$ cat config.mk
export PLATFORM = sky130hd
export DESIGN_NAME = bist_response_analyzer_flat
export DESIGN_NICKNAME = d
export VERILOG_FILES = /design/src/rtl/bist_pkg.sv /design/src/rtl/bist_response_analyzer_if.sv /design/src/rtl/bist_misr.sv /design/src/rtl/bist_response_analyzer.sv /design/src/flat_wrapper.sv
export SDC_FILE = /design/constraint.sdc
export NUM_CORES = 1
export LEC_CHECK = 0
export CORE_AREA = 3 3 54 56
export DETAILED_ROUTE_END_ITERATION = 8
export DIE_AREA = 0 0 57 59
export GPL_TIMING_DRIVEN = 1
export HOLD_SLACK_MARGIN = 0.12
export PLACE_DENSITY = 0.7
export SLEW_MARGIN = 30
export SYNTH_ARGS = -nofsm -noshare
export SYNTH_HDL_FRONTEND = slang
export SYNTH_SLANG_ARGS = --single-unit
$ cat constraint.sdc
create_clock -name clk -period 1.3 [get_ports clk]
set_input_delay 0.26 -clock clk [delete_from_list [all_inputs] [get_ports clk]]
set_output_delay 0.26 -clock clk [all_outputs]
set_load 0.005 [all_outputs]
$ cat src/rtl/bist_pkg.sv
// Shared BIST definitions.
// Purpose : state encoding for the response analyzer FSM and the default
//           MISR/LFSR polynomial and seed shared with the pattern generator.
// Ports   : none (package).
package bist_pkg;

  typedef enum logic [2:0] {
    ST_IDLE     = 3'd0,
    ST_ARMED    = 3'd1,
    ST_COMPRESS = 3'd2,
    ST_CHECK    = 3'd3,
    ST_DONE     = 3'd4
  } bist_state_e;

  // x^8 + x^4 + x^3 + x^2 + 1, implicit x^8 term dropped.
  localparam logic [7:0] DEF_POLY = 8'h1D;
  localparam logic [7:0] DEF_SEED = 8'h00;

endpackage

$ cat src/rtl/bist_response_analyzer_if.sv
// Response analyzer bus.
// Purpose : bundles the controller strobes, the CUT response word and the
//           analyzer results/debug state.
// Ports   : master drives start/init/running/finish/data_in and observes
//           signature/count/done/pass/fail/proto_err/state; slave is the
//           analyzer side.
// Handshake: there is no back-pressure. init, finish and start are
// single-cycle strobes; running is a per-cycle qualifier meaning data_in is
// valid and must be absorbed in that cycle. Results are valid while done=1.
interface bist_response_analyzer_if #(
  parameter int WIDTH = 8,
  parameter int CNT_W = 4
);
  import bist_pkg::*;

  logic             start;
  logic             init;
  logic             running;
  logic             finish;
  logic [WIDTH-1:0] data_in;
  logic [WIDTH-1:0] signature;
  logic [CNT_W-1:0] count;
  logic             done;
  logic             pass;
  logic             fail;
  logic             proto_err;
  bist_state_e      state;

  modport master (
    output start, init, running, finish, data_in,
    input  signature, count, done, pass, fail, proto_err, state
  );

  modport slave (
    input  start, init, running, finish, data_in,
    output signature, count, done, pass, fail, proto_err, state
  );

endinterface

$ cat src/rtl/bist_misr.sv
// Multiple-input signature register.
// Purpose : holds the signature; load reloads SEED, en absorbs d.
// Ports   : clk, load (SEED reload, wins over en), en (absorb d this cycle),
//           d (response word), q (current signature).
module bist_misr import bist_pkg::*; #(
  parameter int               WIDTH = 8,
  parameter logic [WIDTH-1:0] POLY  = DEF_POLY,
  parameter logic [WIDTH-1:0] SEED  = DEF_SEED
) (
  input  logic             clk,
  input  logic             load,
  input  logic             en,
  input  logic [WIDTH-1:0] d,
  output logic [WIDTH-1:0] q
);

  always_ff @(posedge clk) begin
    if (load) begin
      q <= SEED;
    end else if (en) begin
      q <= {q[WIDTH-2:0], 1'b0} ^ (q[WIDTH-1] ? POLY : '0) ^ d;
    end
  end

endmodule

$ cat src/rtl/bist_response_analyzer.sv
// BIST response analyzer.
// Purpose : compresses CUT responses into a MISR signature under control of
//           the BIST controller strobes, compares signature and cycle count
//           with golden values at the end of a run and flags strobe
//           sequences that break the controller protocol.
// Ports   : clk, reset (synchronous, active-high), bus (slave modport):
//           start/init/running/finish/data_in in; signature, count, done,
//           pass, fail, proto_err and debug state out. All outputs are
//           registered.
module bist_response_analyzer import bist_pkg::*; #(
  parameter int               WIDTH      = 8,
  parameter logic [WIDTH-1:0] POLY       = DEF_POLY,
  parameter logic [WIDTH-1:0] SEED       = DEF_SEED,
  parameter logic [WIDTH-1:0] GOLDEN     = 8'h1D,
  parameter int               EXP_CYCLES = 5,
  parameter int               CNT_W      = 4
) (
  input logic                     clk,
  input logic                     reset,
  bist_response_analyzer_if.slave bus
);

  localparam logic [CNT_W-1:0] CNT_MAX = '1;
  localparam logic [CNT_W-1:0] CNT_EXP = CNT_W'(EXP_CYCLES);

  bist_state_e      state_q;
  logic [CNT_W-1:0] count_q;
  logic             done_q;
  logic             pass_q;
  logic             fail_q;
  logic             proto_err_q;
  logic [WIDTH-1:0] sig_q;

  logic clr;
  logic any_run;
  logic in_run;
  logic misr_load;
  logic misr_en;
  logic match;

  assign clr     = reset | bus.start;
  assign any_run = bus.running | bus.finish;
  assign in_run  = (state_q == ST_ARMED) || (state_q == ST_COMPRESS);

  // init always reloads the seed, whatever state it arrives in. An absorb
  // needs running without a competing init/finish, which both win.
  assign misr_load = clr | bus.init;
  assign misr_en   = !misr_load && in_run && bus.running && !bus.finish;

  assign match = (sig_q == GOLDEN) && (count_q == CNT_EXP);

  bist_misr #(
    .WIDTH (WIDTH),
    .POLY  (POLY),
    .SEED  (SEED)
  ) u_misr (
    .clk  (clk),
    .load (misr_load),
    .en   (misr_en),
    .d    (bus.data_in),
    .q    (sig_q)
  );

  always_ff @(posedge clk) begin
    if (clr) begin
      state_q     <= ST_IDLE;
      count_q     <= '0;
      done_q      <= 1'b0;
      pass_q      <= 1'b0;
      fail_q      <= 1'b0;
      proto_err_q <= 1'b0;
    end else if (bus.init) begin
      state_q <= ST_ARMED;
      count_q <= '0;
      done_q  <= 1'b0;
      pass_q  <= 1'b0;
      fail_q  <= 1'b0;
      // init is only legal from IDLE or DONE and never with another strobe.
      if (any_run || in_run || (state_q == ST_CHECK)) begin
        proto_err_q <= 1'b1;
      end
    end else begin
      case (state_q)
        ST_IDLE: begin
          if (any_run) proto_err_q <= 1'b1;
        end
        ST_ARMED, ST_COMPRESS: begin
          if (bus.finish) begin
            state_q <= ST_CHECK;
            if (bus.running) proto_err_q <= 1'b1;
          end else if (bus.running) begin
            state_q <= ST_COMPRESS;
            if (count_q != CNT_MAX) count_q <= count_q + 1'b1;
          end
        end
        ST_CHECK: begin
          done_q  <= 1'b1;
          pass_q  <= match;
          fail_q  <= !match;
          state_q <= ST_DONE;
          // The run has ended; further run strobes break the protocol.
          if (any_run) proto_err_q <= 1'b1;
        end
        ST_DONE: begin
          if (any_run) proto_err_q <= 1'b1;
        end
        default: begin
          state_q <= ST_IDLE;
        end
      endcase
    end
  end

  assign bus.signature = sig_q;
  assign bus.count     = count_q;
  assign bus.done      = done_q;
  assign bus.pass      = pass_q;
  assign bus.fail      = fail_q;
  assign bus.proto_err = proto_err_q;
  assign bus.state     = state_q;

endmodule

$ cat src/flat_wrapper.sv
// flat-port wrapper written by rule: the top's interface ports become plain ports
module bist_response_analyzer_flat import bist_pkg::*;
#(
  parameter int               WIDTH      = 8,
  parameter logic [WIDTH-1:0] POLY       = DEF_POLY,
  parameter logic [WIDTH-1:0] SEED       = DEF_SEED,
  parameter logic [WIDTH-1:0] GOLDEN     = 8'h1D,
  parameter int               EXP_CYCLES = 5,
  parameter int               CNT_W      = 4
)
  (clk, reset, bus_start, bus_init, bus_running, bus_finish, bus_data_in, bus_signature, bus_count, bus_done, bus_pass, bus_fail, bus_proto_err, bus_state);
  bist_response_analyzer_if #(.WIDTH(WIDTH), .CNT_W(CNT_W)) bus_i ();
  input logic clk;
  input logic reset;
  input wire logic [$bits(bus_i.start)-1:0] bus_start;
  input wire logic [$bits(bus_i.init)-1:0] bus_init;
  input wire logic [$bits(bus_i.running)-1:0] bus_running;
  input wire logic [$bits(bus_i.finish)-1:0] bus_finish;
  input wire logic [$bits(bus_i.data_in)-1:0] bus_data_in;
  output wire logic [$bits(bus_i.signature)-1:0] bus_signature;
  output wire logic [$bits(bus_i.count)-1:0] bus_count;
  output wire logic [$bits(bus_i.done)-1:0] bus_done;
  output wire logic [$bits(bus_i.pass)-1:0] bus_pass;
  output wire logic [$bits(bus_i.fail)-1:0] bus_fail;
  output wire logic [$bits(bus_i.proto_err)-1:0] bus_proto_err;
  output wire logic [$bits(bus_i.state)-1:0] bus_state;
  assign bus_i.start = bus_start;
  assign bus_i.init = bus_init;
  assign bus_i.running = bus_running;
  assign bus_i.finish = bus_finish;
  assign bus_i.data_in = bus_data_in;
  assign bus_signature = bus_i.signature;
  assign bus_count = bus_i.count;
  assign bus_done = bus_i.done;
  assign bus_pass = bus_i.pass;
  assign bus_fail = bus_i.fail;
  assign bus_proto_err = bus_i.proto_err;
  assign bus_state = bus_i.state;
  bist_response_analyzer #(.WIDTH(WIDTH), .POLY(POLY), .SEED(SEED), .GOLDEN(GOLDEN), .EXP_CYCLES(EXP_CYCLES), .CNT_W(CNT_W)) u_core (.clk(clk), .reset(reset), .bus(bus_i));
endmodule
==> results.toml, run 1 <==
[power]
peakVddDrop_v = 0.000726
p_per_area_nw_per_um2 = 589
cellLeakagePower_nw = 0.774

[logic_synthesis]
async_flop_share_pct = 0
netlist_top_cells_count = "dfxtp_1 (19), nor2_1 (12), xnor2_1 (10)"
synth.distinct_cells = 36
yosysTopAreaCell = "dfxtp_1"
synth_edf_count = 0
synth.most_common_cell = "dfxtp_1"
avgSynthCellArea_um2 = 9.32
syn-num-nets = 117
ys_seq_area_share_pct = 40.4
ys_ff_latch = 19
yosys_most_used_dff = "dfxtp_1"
synth_area_um2 = 941
synth_cells = 101
yosysWarnings = 0
yosysTopAreaCellShare_pct = 40.4
synthTopCellsByArea = "dfxtp_1 (40%), xnor2_1 (9.3%), nor2_1 (4.8%), a211oi_1 (4.0%), xor2_1 (2.8%)"

[drt]
vias = 1055
vias_per_cell = 5.15
first_pass_iters = 5
detail_route.wl_per_cell_um = 15.8
ant_nets = 0
dr.first_iter.drc_count = 17
routed_wl_mm = 3.24
drc_errors = 0

[placed_design]
gp_congestion = 0.787
io_buffers = 32
place_area_um2 = 1480
dpl.hpwl_mm = 1.92
place_ws_ns = -0.328
dp_cells = 182

[outcome]
status = "finished with violations"
failed_checks = "setup timing"

[timing]
fmax_mhz = 752
rsz0062_at_grt = "yes"
fin_tns_setup_ns = -0.133
relSlewSlack_pct = 81.5
layout_setup_ws_ns = -0.0302
finalSetupViolCount = 8
min_period_over_period_pct = 102
slew_viol_final = 0
skew_ns = 0.00542
finalCriticalPeriod_ns = 1.33
max_slew.worst_pin.slew_ns = 0.275
finalHoldViolCount = 0

[setup_path]
cp.required_ns = 1.54
crit_fanout = 4
worst-setup-path-type = "flop to flop"
start_kind = "flop"
crit_start = "u_core.bus.state[1]"
endpoint_kind = "flop"
r2r_start = "u_core.bus.state[1]"
crit_arrival_ns = 1.57

[die]
die_area_um2 = 3360
rows = 18
die-width_um = 57
core_um2 = 2480
die_h_um = 59
initial_core_util_pct = 38.0
ioPinCount = 33

[clock_tree]
cts-buffers-inserted = 3
h-tree-depth = 1
insertion_delay_ns = 0.31
cts_tree = "built"
cts.sinks = 19
clockBufferDepth = 2
clock-root-buffer = "clkbuf_4"
holdBufCountCts = 0
path_clk_slew_ns = 0.12

[layout]
nNetsFinal = 192
layout-drive-gt1-share_pct = 54.3
fin_util_pct = 73.5
final_area_um2 = 1820
fin_cells = 205
diodes = 0
syn_to_final_growth_pct = 93.6

[min_path]
hp-start = "u_core.bus.done"
hp-class = "flop to flop"

[global_routing]
grt_max_degree = 12
grt.overflow.total = 0
grt_pass1_wl_mm = 5.22
grt_usage_pct = 20.0
antenna_found_initial = 0
grt_pass1_vias = 1090

[flow_run]
cap_violations = 0
[worst paths after layout]
path	to	slack, ns	depth (start not counted)
setup reg to reg	u_core.bus.count[3]	-0.03	5
hold reg to reg	u_core.bus.done	0.48	2
hold / removal	u_core.bus.done	0.48	2
setup / recovery	u_core.bus.count[3]	-0.03	5
[routing by layer]
layer  routed length (um)  GRT usage (%)  part of all wire (%)  vias up
met2                 1640           33.9                    51       34
li1                     -              -                     -      512
met4                   50           7.95                   1.5        0
met1                 1400           25.6                    43      503
met5                    0              0                     0        -
met3                  153           3.05                   4.7        6
[critical path: stages, from the launching register on]
cell	delay [ns]
dfxtp_4	0.39
xnor2_4	0.17
nor3_4	0.25
buf_6	0.15
a41oi_2	0.10
a211oi_2	0.20
[what timing repair did]
| action | 4_1_cts | 5_1_grt |
|---|---|---|
| gates cloned | 1 | 0 |
| setup endpoints to repair | 28 | 17 |
| buffers inserted | 17 | 4 |
| pin swaps | 10 | 10 |
| resized for setup | 64 | 20 |
[sequential cells by signal, indices dropped and copies added, names as in the netlist]
register / cells
u_core.bus.proto_err: 1
u_core.bus.done: 1
u_core.bus.count: 4
u_core.u_misr.q: 8
u_core.bus.pass: 1
u_core.bus.fail: 1
u_core.bus.state: 3
[through the flow]
step / hold slack (ns) / power (mW)
floorplan: 0.332 / 0.661
global placement: 0.472 / 0.749
detailed placement: 0.461 / 0.754
CTS: 0.485 / 1.08
global route: 0.506 / 1.12
finish: 0.479 / 1.07
[final cells by class]
cell class | count | area, um2
Clock buffer | 3 | 22.5
Fill cell | 192 | 656
Clock inverter | 1 | 5.00
Inverter | 3 | 13.8
Multi-Input combinational cell | 76 | 707
Tap cell | 30 | 37.5
Timing Repair Buffer | 73 | 618
Sequential cell | 19 | 418
[placed cells by master, fill, tap and decap left out, types with 2 or more instances in the layout]
| master | netlist | routed |
|---|---|---|
| nor2_1 | 12 | 9 |
| nand2_1 | 5 | 4 |
| ha_4 | 0 | 2 |
| dfxtp_4 | 0 | 6 |
| clkdlybuf4s50_1 | 0 | 13 |
| dfxtp_2 | 0 | 12 |
| xnor2_1 | 10 | 8 |
| a21oi_1 | 3 | 2 |
| buf_4 | 0 | 38 |
| clkbuf_4 | 0 | 3 |
| a211oi_2 | 2 | 6 |
| buf_6 | 1 | 5 |
| a31oi_1 | 2 | 2 |
| dlygate4sd2_1 | 0 | 15 |
| o21a_1 | 2 | 2 |
| o22ai_2 | 0 | 3 |
| nor2_4 | 0 | 2 |
| nor2b_1 | 2 | 2 |
| o21ai_0 | 3 | 3 |
| xor2_1 | 3 | 3 |
[report_power, final]
group / internal (mW) / total [mW] / switching [mW]
clock network: 0.115 / 0.319 / 0.204
logic: 0.0991 / 0.172 / 0.0731
registers: 0.576 / 0.582 / 0.00622
[cells by family (layout without fill, tap and decap cells)]
kind of cell / after synthesis / count (layout) / synth area share [%]
AOI/OAI and AO/OA: 25 / 25 / 19.4
xor gates and xnor gates: 13 / 13 / 12.1
adders and majority gates: 2 / 2 / 2.66
buffers and inverters: 6 / 80 / 3.19
DFF: 19 / 19 / 40.4
muxes: 1 / 1 / 1.06
and+or+nand+nor: 35 / 35 / 21.1
Note: power is estimated with default switching activity, not from simulation.
==> run 2, diff against run 1 <==
--- a/config.mk
+++ b/config.mk
@@ -5,9 +5,10 @@
 export SDC_FILE = /design/constraint.sdc
 export NUM_CORES = 1
 export LEC_CHECK = 0
-export CORE_AREA = 3 3 54 56
+export CORE_AREA = 3 3 46 48
 export DETAILED_ROUTE_END_ITERATION = 8
-export DIE_AREA = 0 0 57 59
+export DIE_AREA = 0 0 49 51
+export DONT_BUFFER_PORTS = 1
 export GPL_TIMING_DRIVEN = 1
 export HOLD_SLACK_MARGIN = 0.12
 export PLACE_DENSITY = 0.7
==> results.toml, run 2 (synthesis results as in run 1) <==
[setup_path]
worst-setup-path-type = "flop to flop"
r2r_start = "u_core.bus.state[0]"
reg2reg_to = "u_core.u_misr.q[7]"
endpoint_kind = "flop"
start_kind = "flop"
r2r_slack_ns = -0.03
ff2ff_path_depth = 5
crit_arrival_ns = 1.56
crit_fanout = 9
cp.required_ns = 1.53

[clock_tree]
h-tree-depth = 1
path_clk_slew_ns = 0.11
cts_tree = "built"
insertion_delay_ns = 0.30
cts-buffers-inserted = 3
clock-root-buffer = "clkbuf_4"
cts.sinks = 19
clockBufferDepth = 2

[timing]
max_slew.worst_pin.slew_ns = 0.353
relSlewSlack_pct = 76.4
finalCriticalPeriod_ns = 1.33
finalSetupViolCount = 4
finalHoldViolCount = 0
fin_tns_setup_ns = -0.0691
fmax_mhz = 751
layout_setup_ws_ns = -0.0313
hold_slack_ns = 0.143
min_period_over_period_pct = 102
slew_viol_final = 0
rsz0062_at_grt = "yes"
skew_ns = 0.00142

[outcome]
failed_checks = "setup timing"
status = "finished with violations"

[die]
die_h_um = 51
die_area_um2 = 2500
rows = 15
core_um2 = 1750
ioPinCount = 33
die-width_um = 49
initial_core_util_pct = 53.9

[flow_run]
cap_violations = 0

[drt]
vias = 838
drc_errors = 0
met3WireLength_um = 173
first_pass_iters = 4
ant_nets = 0
detail_route.wl_per_cell_um = 15.9
vias_per_cell = 5.62
wl_met1_um = 916
route.met2.wl_mm = 1.25
dr.first_iter.drc_count = 8
routed.top_layer = "met4"
routed_wl_mm = 2.37

[global_routing]
grt_max_degree = 12
antenna_found_initial = 0
grt_pass1_wl_mm = 3.73
grt.overflow.total = 0
grt_usage_pct = 19.2
grt_pass1_vias = 842

[layout]
fin_cells = 149
fillers = 132
largest_reg_flops = 8
layout_commonest_cell = "buf_4"
syn_to_final_growth_pct = 37.6
final_cell_mix = "buf_4 (17), dfxtp_1 (15), nor2_1 (11), xnor2_1 (9)"
multi_input_area_um2 = 654
nNetsFinal = 141
regMostFlops = "u_core.u_misr.q"
layout-drive-gt1-share_pct = 37.1
diodes = 0
seq_area_um2 = 390

[placed_design]
gp_congestion = 0.754
io_buffers = 0
dpl.hpwl_mm = 1.64
dp_cells = 137

[min_path]
hp-start = "bus_init"
hp-class = "input port to flop"
holdPathStages = 2
min_to = "u_core.bus.proto_err"

[power]
cellLeakagePower_nw = 0.469
p_per_area_nw_per_um2 = 767
peakVddDrop_v = 0.000722
-- run 2: changes by cell type in the layout (fill, tap and decap cells not counted), sizes merged --
cell / delta
dlygate4sd3: +3
clkbuf: -1
clkdlybuf4s15: -1
buf: -24
dlygate4sd2: -15
clkdlybuf4s50: -13
-- run 2: critical path, stage by stage, from the launching register on --
cell and delay (ns):
dfxtp_4 0.38, xnor2_4 0.16, nor3_4 0.28, buf_6 0.18, nor2_1 0.05, a211oi_1 0.20
-- run 2: worst max-delay path by stage --
stage / endpoint / startpoint / depth (start not counted)
after floorplan: u_core.bus.count[1] / u_core.bus.count[0] / 5
after global placement: u_core.bus.count[1] / u_core.bus.count[0] / 5
after detailed placement: u_core.u_misr.q[6] / u_core.bus.state[0] / 5
after CTS: u_core.u_misr.q[3] / u_core.bus.state[0] / 5
after global routing: u_core.u_misr.q[7] / u_core.bus.state[0] / 5
final: u_core.u_misr.q[7] / u_core.bus.state[0] / 5
-- run 2: cell type report --
cell class	count	share of cell area, %
Clock inverter	1	0.386
Tap cell	25	2.42
Multi-Input combinational cell	76	50.5
Sequential cell	19	30.1
Timing Repair Buffer	22	13.9
Inverter	3	0.870
Clock buffer	3	1.74
-- run 2: repair_timing --
action | in CTS | in global routing
endpoints found under the setup margin | 9 | 14
hold endpoints to repair | 2 | 0
pin swaps | 2 | 7
gates resized for setup | 5 | 17
buffers inserted | 2 | 3
hold buffers | 3 | 0
-- run 2: layer usage --
metal	vias to the layer above	global-route usage, %
li1	406	-
met1	396	21.3
met2	30	34.6
met3	6	6.41
met4	0	5.69
met5	-	0
-- run 2: where the power goes --
group / leakage [nW] / switching, mW / internal, mW
Combinational: 0.295 / 0.0443 / 0.0520
Sequential: 0.156 / 0.00714 / 0.584
Clock: 0.0177 / 0.191 / 0.115
-- run 2: per-stage QoR --
step | util (%) | cell area [um2] | setup WS (ns) | power (mW)
2_1_floorplan | - | 976 | -0.0341 | 0.661
3_3_place_gp | 62.7 | 1090 | 0.00575 | 0.678
3_5_place_dp | 62.7 | 1090 | -0.0416 | 0.679
4_1_cts | 67.9 | 1180 | -0.00479 | 0.984
5_1_grt | 74.2 | 1290 | -0.102 | 1.04
6_report | 74.2 | 1290 | -0.0313 | 0.993
